$ cat src/rtl/point_link_pkg.sv
// Shared constants and state encodings for the serial vector-point link.
package point_link_pkg;

  localparam logic [7:0]  SYNC_BYTE       = 8'h00;
  localparam logic [31:0] TERM_WORD       = 32'h01010101;
  localparam logic [31:0] ESCAPE_WORD     = 32'h01010100;
  localparam int          DEFAULT_MAX_PTS = 20000;

  typedef enum logic [2:0] {
    ST_IDLE,
    ST_SYNC,
    ST_FETCH,
    ST_SEND,
    ST_TERM,
    ST_DONE
  } frame_state_t;

  typedef enum logic [1:0] {
    UART_IDLE,
    UART_START,
    UART_DATA,
    UART_STOP
  } uart_state_t;

endpackage

$ cat src/rtl/point_tx_sender_uart_tx.sv
// 8N1 UART transmitter; o_Tx_Done marks the final stop-bit cycle so a byte
// presented on i_Tx_DV in that cycle follows with no idle gap.
module uart_tx
  import point_link_pkg::*;
#(
  parameter int CLKS_PER_BIT = 217
) (
  input  logic       i_Clock,
  input  logic       i_Reset,
  input  logic       i_Tx_DV,
  input  logic [7:0] i_Tx_Byte,
  output logic       o_Tx_Serial,
  output logic       o_Tx_Active,
  output logic       o_Tx_Done
);

  localparam int CW = $clog2(CLKS_PER_BIT);
  localparam logic [CW-1:0] LAST_CLK = CW'(CLKS_PER_BIT - 1);

  uart_state_t   state;
  logic [CW-1:0] clk_cnt;
  logic [2:0]    bit_idx;
  logic [7:0]    data;
  logic          bit_end;

  assign bit_end     = (clk_cnt == LAST_CLK);
  assign o_Tx_Active = (state != UART_IDLE);
  assign o_Tx_Done   = (state == UART_STOP) && bit_end;

  // Data register shifts right so the current data bit is always data[0].
  always_ff @(posedge i_Clock) begin
    if (i_Reset) begin
      state       <= UART_IDLE;
      o_Tx_Serial <= 1'b1;
      clk_cnt     <= '0;
      bit_idx     <= '0;
      data        <= '0;
    end else if (i_Tx_DV && (state == UART_IDLE || o_Tx_Done)) begin
      state       <= UART_START;
      o_Tx_Serial <= 1'b0;
      clk_cnt     <= '0;
      data        <= i_Tx_Byte;
    end else begin
      case (state)
        UART_IDLE: begin
          o_Tx_Serial <= 1'b1;
        end
        UART_START: begin
          if (bit_end) begin
            clk_cnt     <= '0;
            bit_idx     <= '0;
            state       <= UART_DATA;
            o_Tx_Serial <= data[0];
            data        <= data >> 1;
          end else begin
            clk_cnt <= clk_cnt + 1'b1;
          end
        end
        UART_DATA: begin
          if (bit_end) begin
            clk_cnt <= '0;
            if (bit_idx == 3'd7) begin
              state       <= UART_STOP;
              o_Tx_Serial <= 1'b1;
            end else begin
              bit_idx     <= bit_idx + 1'b1;
              o_Tx_Serial <= data[0];
              data        <= data >> 1;
            end
          end else begin
            clk_cnt <= clk_cnt + 1'b1;
          end
        end
        UART_STOP: begin
          if (bit_end) begin
            clk_cnt <= '0;
            state   <= UART_IDLE;
          end else begin
            clk_cnt <= clk_cnt + 1'b1;
          end
        end
        default: state <= UART_IDLE;
      endcase
    end
  end

endmodule

$ cat src/rtl/point_tx_sender.sv
// Frame sender: sync bytes, points MSB first, terminator, over uart_tx.
// Macro POINT_TX_TERM_ESCAPE_EN rewrites terminator-valued points and adds escaped_cnt.
module point_tx_sender
  import point_link_pkg::*;
#(
  parameter int CLKS_PER_BIT = 217,
  parameter int ADDR_W       = 11,
  parameter int MAX_PTS      = DEFAULT_MAX_PTS,
  parameter int SYNC_LEN     = 8   // at least 2
) (
  input  logic              clk,
  input  logic              reset,
  input  logic              start,
  input  logic [14:0]       num_points,
  output logic [ADDR_W-1:0] rd_addr,
  output logic              rd_en,
  input  logic [31:0]       rd_data,
  output logic              tx,
  output logic              busy,
  output logic              done
`ifdef POINT_TX_TERM_ESCAPE_EN
  , output logic [15:0]     escaped_cnt
`endif
);

  frame_state_t state;
  logic [14:0]  n_pts;
  logic [14:0]  idx;
  logic [14:0]  idx_next;
  logic [14:0]  n_clamped;
  logic [7:0]   byte_cnt;
  logic [31:0]  shreg;
  logic [31:0]  fetched;
  logic         fetch_wait;
  logic         load;
  logic [7:0]   tx_byte;
  logic         tx_done;
  logic         tx_active;

  assign n_clamped = ({17'd0, num_points} > 32'(MAX_PTS)) ? 15'(MAX_PTS) : num_points;
  assign idx_next  = idx + 15'd1;
  assign tx_byte   = (state == ST_SEND || state == ST_TERM) ? shreg[31:24] : SYNC_BYTE;

  always_comb begin
    fetched = rd_data;
`ifdef POINT_TX_TERM_ESCAPE_EN
    if (rd_data == TERM_WORD) fetched = ESCAPE_WORD;
`endif
  end

  // A new byte is handed to the UART either on frame start or in the final
  // stop-bit cycle of the previous byte, keeping the line gap-free.
  always_comb begin
    load = 1'b0;
    if (state == ST_IDLE) begin
      load = start && !tx_active;
    end else if (tx_done) begin
      case (state)
        ST_SYNC: load = (byte_cnt < 8'(SYNC_LEN));
        ST_SEND: load = 1'b1;
        ST_TERM: load = (byte_cnt < 8'd4);
        default: load = 1'b0;
      endcase
    end
  end

  // The next point is fetched while the last byte of the previous group is
  // still on the line, so SEND already holds it when that byte finishes.
  always_ff @(posedge clk) begin
    if (reset) begin
      state      <= ST_IDLE;
      busy       <= 1'b0;
      done       <= 1'b0;
      rd_en      <= 1'b0;
      rd_addr    <= '0;
      n_pts      <= '0;
      idx        <= '0;
      byte_cnt   <= '0;
      shreg      <= '0;
      fetch_wait <= 1'b0;
`ifdef POINT_TX_TERM_ESCAPE_EN
      escaped_cnt <= '0;
`endif
    end else begin
      done  <= 1'b0;
      rd_en <= 1'b0;
      case (state)
        ST_IDLE: begin
          if (load) begin
            n_pts    <= n_clamped;
            idx      <= '0;
            byte_cnt <= 8'd1;
            busy     <= 1'b1;
            state    <= ST_SYNC;
`ifdef POINT_TX_TERM_ESCAPE_EN
            escaped_cnt <= '0;
`endif
          end
        end
        ST_SYNC: begin
          if (load) begin
            byte_cnt <= byte_cnt + 8'd1;
            if (byte_cnt == 8'(SYNC_LEN - 1)) begin
              if (n_pts != '0) begin
                state      <= ST_FETCH;
                rd_en      <= 1'b1;
                rd_addr    <= idx[ADDR_W-1:0];
                fetch_wait <= 1'b0;
              end else begin
                state    <= ST_TERM;
                byte_cnt <= '0;
                shreg    <= TERM_WORD;
              end
            end
          end
        end
        ST_FETCH: begin
          if (!fetch_wait) begin
            fetch_wait <= 1'b1;
          end else begin
            shreg    <= fetched;
            byte_cnt <= '0;
            state    <= ST_SEND;
`ifdef POINT_TX_TERM_ESCAPE_EN
            if (rd_data == TERM_WORD) escaped_cnt <= escaped_cnt + 16'd1;
`endif
          end
        end
        ST_SEND: begin
          if (load) begin
            shreg    <= {shreg[23:0], 8'h00};
            byte_cnt <= byte_cnt + 8'd1;
            if (byte_cnt == 8'd3) begin
              idx <= idx_next;
              if (idx_next == n_pts) begin
                state    <= ST_TERM;
                byte_cnt <= '0;
                shreg    <= TERM_WORD;
              end else begin
                state      <= ST_FETCH;
                rd_en      <= 1'b1;
                rd_addr    <= idx_next[ADDR_W-1:0];
                fetch_wait <= 1'b0;
              end
            end
          end
        end
        ST_TERM: begin
          if (tx_done) begin
            if (byte_cnt < 8'd4) begin
              shreg    <= {shreg[23:0], 8'h00};
              byte_cnt <= byte_cnt + 8'd1;
            end else begin
              state <= ST_DONE;
              done  <= 1'b1;
            end
          end
        end
        ST_DONE: begin
          busy  <= 1'b0;
          state <= ST_IDLE;
        end
        default: state <= ST_IDLE;
      endcase
    end
  end

  uart_tx #(
    .CLKS_PER_BIT(CLKS_PER_BIT)
  ) u_uart_tx (
    .i_Clock    (clk),
    .i_Reset    (reset),
    .i_Tx_DV    (load),
    .i_Tx_Byte  (tx_byte),
    .o_Tx_Serial(tx),
    .o_Tx_Active(tx_active),
    .o_Tx_Done  (tx_done)
  );

endmodule

$ cat config.mk
export PLATFORM = sky130hd
export DESIGN_NAME = point_tx_sender
export DESIGN_NICKNAME = d
export VERILOG_FILES = /design/src/rtl/point_link_pkg.sv /design/src/rtl/point_tx_sender_uart_tx.sv /design/src/rtl/point_tx_sender.sv
export SDC_FILE = /design/constraint.sdc
export NUM_CORES = 1
export LEC_CHECK = 0
export CAP_MARGIN = 20
export CORE_MARGIN = 2
export CORE_UTILIZATION = 28
export DETAILED_ROUTE_END_ITERATION = 6
export PLACE_DENSITY = 0.51
export REMOVE_ABC_BUFFERS = 1
export SLEW_MARGIN = 25
export SYNTH_ARGS = -nofsm -noshare
export SYNTH_HDL_FRONTEND = slang
export SYNTH_SLANG_ARGS = --single-unit
$ cat constraint.sdc
create_clock -name clk -period 2.9 [get_ports clk]
set_clock_uncertainty 0.2 [all_clocks]
set_input_delay 0.725 -clock clk [delete_from_list [all_inputs] [get_ports clk]]
set_output_delay 0.725 -clock clk [all_outputs]
set_load 0.005 [all_outputs]
**Word-level counts from Yosys, hierarchy flattened**

Index checks and enable logic that the tools add are counted.

- Word-level logic and storage cells: 184
- Flip-flop bits (word level): 110

- Mux-type cells: 86
- $add $sub $neg: 4
- Eq/ne operators: 35
- Bitwise gates (word level): 3
- Order comparisons: 3
- Reduce and logical (&&, ||, !) cells: 37

Operators by type and width:

| operator | number |
|---|---|
| $mux W32 | 9 |
| $mux W8 | 16 |
| $pmux W32 S4 | 1 |
| $mux W11 | 6 |
| $mux W15 | 4 |
| $pmux W8 S5 | 1 |
| $mux W3 | 13 |
| $pmux W15 S2 | 1 |
| $pmux W11 S2 | 1 |
| $mux W1 | 21 |
| $reduce_and A7 Y1 | 3 |
| $ne A2 B1 Y1 const B | 10 |
| $add A8 B1 Y8 const B | 2 |
| $pmux W8 S2 | 1 |
| $reduce_and A8 Y1 | 2 |
| $add A15 B1 Y15 const B | 1 |
| $eq A15 B15 Y1 | 1 |
| $gt A15 B15 Y1 const B | 1 |
| $pmux W3 S5 | 1 |
| $reduce_and A5 Y1 | 3 |
| $reduce_bool A15 Y1 | 1 |
| $ne A2 B2 Y1 const B | 7 |
| $reduce_bool A4 Y1 | 3 |
| $reduce_bool A2 Y1 | 5 |
| 31 further kinds | 54 |

**Longest topological paths before layout**

- Word-level depth: 7
- Mapped depth: 12
- Mapped depth without buffers: 10

**By module**

Synthesis repeated with hierarchy kept, for this count alone.

- Cells, all modules: 746
- Area, all modules: 6084.6 um^2

Modules (own cells, without submodules):

| module | times used | sequential area each (um^2) | area each (um^2) | cells each |
|---|---|---|---|---|
| point_tx_sender | 1 | 1761.7 | 4824.6 | 606 |
| uart_tx | 1 | 440.4 | 1260.0 | 140 |

**Least setup slack after synthesis**

No wires, ideal clock.

- Path type: reg-to-reg
- Start: register idx[0]
- End: register byte_cnt[2]
- Data arrival time: 2783 ps
- Path buffers: 2
- Stages on the path, launching flop included: 12
- Library setup time: 131 ps
- Required time: 2569 ps
- Setup slack: -214 ps
- Cells stage by stage: dfxtp_1 ha_1 clkbuf_1 and4_1 buf_2 nand2_1 a2111oi_0 o2111ai_1 nor4_2 a31oi_1 o31ai_2 nor2_1

- Cells in the longest elaborated chain, start to end: 6

Ends and longest elaborated chain:

| what | RTL line | source |
|---|---|---|
| from (decl) | point_tx_sender.sv:28 | `logic [14:0] idx;` |
| from (signal assigned) | point_tx_sender.sv:134 | `idx <= idx_next;` |
| $add A15 B1 Y15 | point_tx_sender.sv:41 | `assign idx_next = idx + 15'd1;` |
| $eq A15 B15 Y1 | point_tx_sender.sv:135 | `if (idx_next == n_pts) begin` |
| $mux W8 | point_tx_sender.sv:135 |  |
| $mux W8 | point_tx_sender.sv:133 | `if (byte_cnt == 8'd3) begin` |
| $mux W8 | point_tx_sender.sv:130 | `if (load) begin` |
| $pmux W8 S5 | point_tx_sender.sv:87 | `case (state)` |
| to (signal assigned) | point_tx_sender.sv:102 | `byte_cnt <= byte_cnt + 8'd1;` |
| to (signal assigned) | point_tx_sender.sv:132 | `byte_cnt <= byte_cnt + 8'd1;` |
| to (signal assigned) | point_tx_sender.sv:152 | `byte_cnt <= byte_cnt + 8'd1;` |
| to (decl) | point_tx_sender.sv:31 | `logic [7:0] byte_cnt;` |

Every way passes these cells. The select of a mux whose other input is x is not followed.
A chain may end at the register's enable or synchronous reset.

**Worst setup path after layout**

- Start: register byte_cnt[6]
- End: register idx[12]

- Cells in the longest elaborated chain, start to end: 6
- Elaborated cells on any way between the ends: 10
- Classes of those cells: 2 x order compare; 4 x eq/ne; 3 x mux; 1 x reduce/logical

Ends and longest elaborated chain:

| what | RTL line | source |
|---|---|---|
| $lt A8 B3 Y1 / $lt A8 B4 Y1 (equally long branches) | point_tx_sender.sv:61, point_tx_sender.sv:59 |  |
| $pmux W1 S3 | point_tx_sender.sv:58 | `case (state)` |
| $mux W1 | point_tx_sender.sv:57 | `end else if (tx_done) begin` |
| $mux W1 | point_tx_sender.sv:55 | `if (state == ST_IDLE) begin` |
| $ne A2 B1 Y1 (no line) | n/a |  |
| $reduce_and A4 Y1 (no line) * | n/a |  |

Every way passes the cells marked *; elsewhere a longest branch is shown, timed or not.

==> reports/results.ini <==
[yosys]
synth_cells = 744
avgSynthCellArea_um2 = 7.83
synth_top_area_share_pct = 37.8
async_flop_share_pct = 0
synthTopCellsByArea = dfxtp_1, a21oi_1, nor2_1
synth_flop_cell = dfxtp_1
synth_edf_count = 0
ys_seq_area_share_pct = 37.8
ys_ff_latch = 110
ys_types = 59
synth.cell_area_um2 = 5830
yosys.area.top_type = dfxtp_1
ys.warnings.count = 0

[layout]
fin_area_um2 = 7970
drive_above_1_share_pct = 21.2
n_antenna_cell = 0
final_common_cell = a21oi_1
area_delta_synth_final_pct = 36.8
nets = 926
num-fill-cells = 2146
final_cell_mix = a21oi_1, dfxtp_1, buf_4

[clock_network]
numClockSinks = 110
ctsHoldBuffers = 0
clk_latency_ns = 0.37
cts_tree = yes
cts_buffers = 9
h-tree-depth = 3
cts_root_buf = clkbuf_16
clk_path_buf_depth = 2
clkSlewWorstSetupHoldPaths_ns = 0.08

[die]
num_rows = 52
die_y_um = 148
coreArea_um2 = 20300
io_pins = 65
dieWidth_um = 148
start_util_pct = 28.7
die_area_um2 = 22000

[grt]
grt_overflow_total = 0
antenna_found_initial = 0
grt_usage_pct = 15.6
grt_pass1_wl_um = 27800
grt_pass1_vias = 5164
grt_max_degree = 48

[placed_design]
numPortBuffers = 64
place_ws_ns = -0.188
gp_congestion = 0.854
dp_hpwl_um = 12200
place_area_um2 = 7350

[flow_run]
cap_violations = 0

[routing]
drc = 0
ant_nets = 0
wl_um = 17400
first_pass_iters = 5
vias = 5759
wl_per_cell_um = 15.3
drt-vias-per-instance = 5.06
drtIter0Drc = 410

[critical_path]
slowest_stage = or4_4
max_stage_delay_ns = 0.58
crit_fanout = 7
startpoint_type = flip-flop
critPathRequiredTime_ns = 3.00
crit_top_cell = or4_4
cp.arrival_ns = 2.97
end_kind = flip-flop
worstSetupPathType = reg2reg
crit_chain = or4_4 > or3_4 > o21a_4 > o31ai_4 > o21ai_2 > or2_4 > or4_4 > a21oi_2

[sta]
worst_hold_slack_ns = 0.258
finalHoldViolCount = 0
min_period_ns = 2.88
final.period_utilization_pct = 99.2
slew_viol_final = 0
rsz0062_at_grt = yes
setup-tns-final_ns = 0
fin_ws_ns = 0.0218
tightest_slew_ns = 0.585
slew_headroom_pct = 61.0
fmax_ghz = 0.347
setup_viol = 0

[pwr]
p_leak_uw = 0.00282
internal-power_uw = 3250
p_comb_share_pct = 42.9
power.total_uw = 5330
clockPowerShare_pct = 24.2
switching_share_pct = 39.0
p_per_area_nw_per_um2 = 668
ir_worst_vdd_mv = 0.350
pwr-share-seq_pct = 32.9
power_switching_uw = 2080

[worst_hold_path]
hold_path_class = reg2reg

[outcome]
status = finished, final reports clean

-- what timing repair did --
item	4_1_cts	5_1_grt
cloned	0	1
buffers inserted	0	3
gates resized for setup	9	80
endpoints found under the setup margin	41	65
pin swaps	0	26
-- worst paths after layout --
| path | endpoint | from | slack, ns | cells after the start |
|---|---|---|---|---|
| setup reg to reg | idx[12] | byte_cnt[6] | 0.02 | 8 |
| setup / recovery | idx[12] | byte_cnt[6] | 0.02 | 8 |
| hold / removal | u_uart_tx.bit_idx[1] | u_uart_tx.bit_idx[1] | 0.26 | 2 |
| hold reg to reg | u_uart_tx.bit_idx[1] | u_uart_tx.bit_idx[1] | 0.26 | 2 |
-- per-layer routing --
| layer | vias up | GRT usage (%) | wire (µm) |
|---|---|---|---|
| met3 | 7 | 2.30 | 668 |
| met1 | 2709 | 23.8 | 9010 |
| met5 | - | 0 | 0 |
| met2 | 122 | 22.8 | 7550 |
| met4 | 0 | 3.71 | 155 |
| li1 | 2921 | - | - |
-- per-stage QoR --
step	instances	util, %
CTS	1135	37.8
global placement	1119	36.2
global route	1139	39.3
floorplan	688	-
detailed placement	1119	36.2
finish	1139	39.3
-- final cells by class --
type	count	area [µm²]	share of cell area [%]
Multi-Input combinational cell	562	3600	45.2
Sequential cell	110	2210	27.7
Clock inverter	7	81.3	1.02
Clock buffer	9	225	2.82
Tap cell	270	338	4.24
Timing Repair Buffer	165	1460	18.2
Inverter	16	60.1	0.753
-- state kept, by name, summed over array words and instances (netlist names) --
signal                 flops
busy                       1
byte_cnt                   8
done                       1
fetch_wait                 1
idx                       15
n_pts                     15
rd_addr                   11
rd_en                      1
shreg                     32
state                      3
u_uart_tx.bit_idx          3
u_uart_tx.clk_cnt          8
u_uart_tx.data             8
u_uart_tx.o_Tx_Serial      1
u_uart_tx.state            2
-- cell usage after synthesis, drive strengths merged (3+ instances only) --
cell type and count:
o2111ai 3, ha 12, a31oi 10, and4 3
nand3 26, xor2 18, nor2 84, or2 4
clkbuf 50, mux2i 10, a21o 3, a211oi 13
nand2 47, dfxtp 110, o31ai 3, xnor2 22
and2 4, or3 9, a21oi 113, a22oi 33
inv 16, nand2b 10, or3b 3, o21ai 53
nor2b 8, and3 8, buf 6, nor4 6
nand3b 6, or4 4, nor3 11, nand4 10
-- power by group through the flow --
stage               sequential (µW)  clock, µW  combinational, µW
finish                         1750       1290               2290
global route                   1780       1380               2530
CTS                            1750       1320               2210
detailed placement             1790          0               2190
global placement               1790          0               2200
floorplan                      1820          0               1170
-- cells by family (layout without fill, tap and decap cells) --
logic type                 after synthesis  in the layout  share of synthesized area [%]
DFF                                    110            110                           37.8
buffers and inverters                   72            197                           4.77
xor gates and xnor gates                40             40                           6.01
AOI/OAI and AO/OA                      253            253                           26.2
muxes                                   11             11                           1.91
and+or+nand+nor                        246            246                           20.7
adders and majority gates               12             12                           2.58
-- critical path: cells and delay by family (launching register included) --
kind | cells | cell delay, ns
compound gates | 4 | 0.62
simple gates | 4 | 1.67
flops | 1 | 0.32
Note: power is estimated with default switching activity, not from simulation.
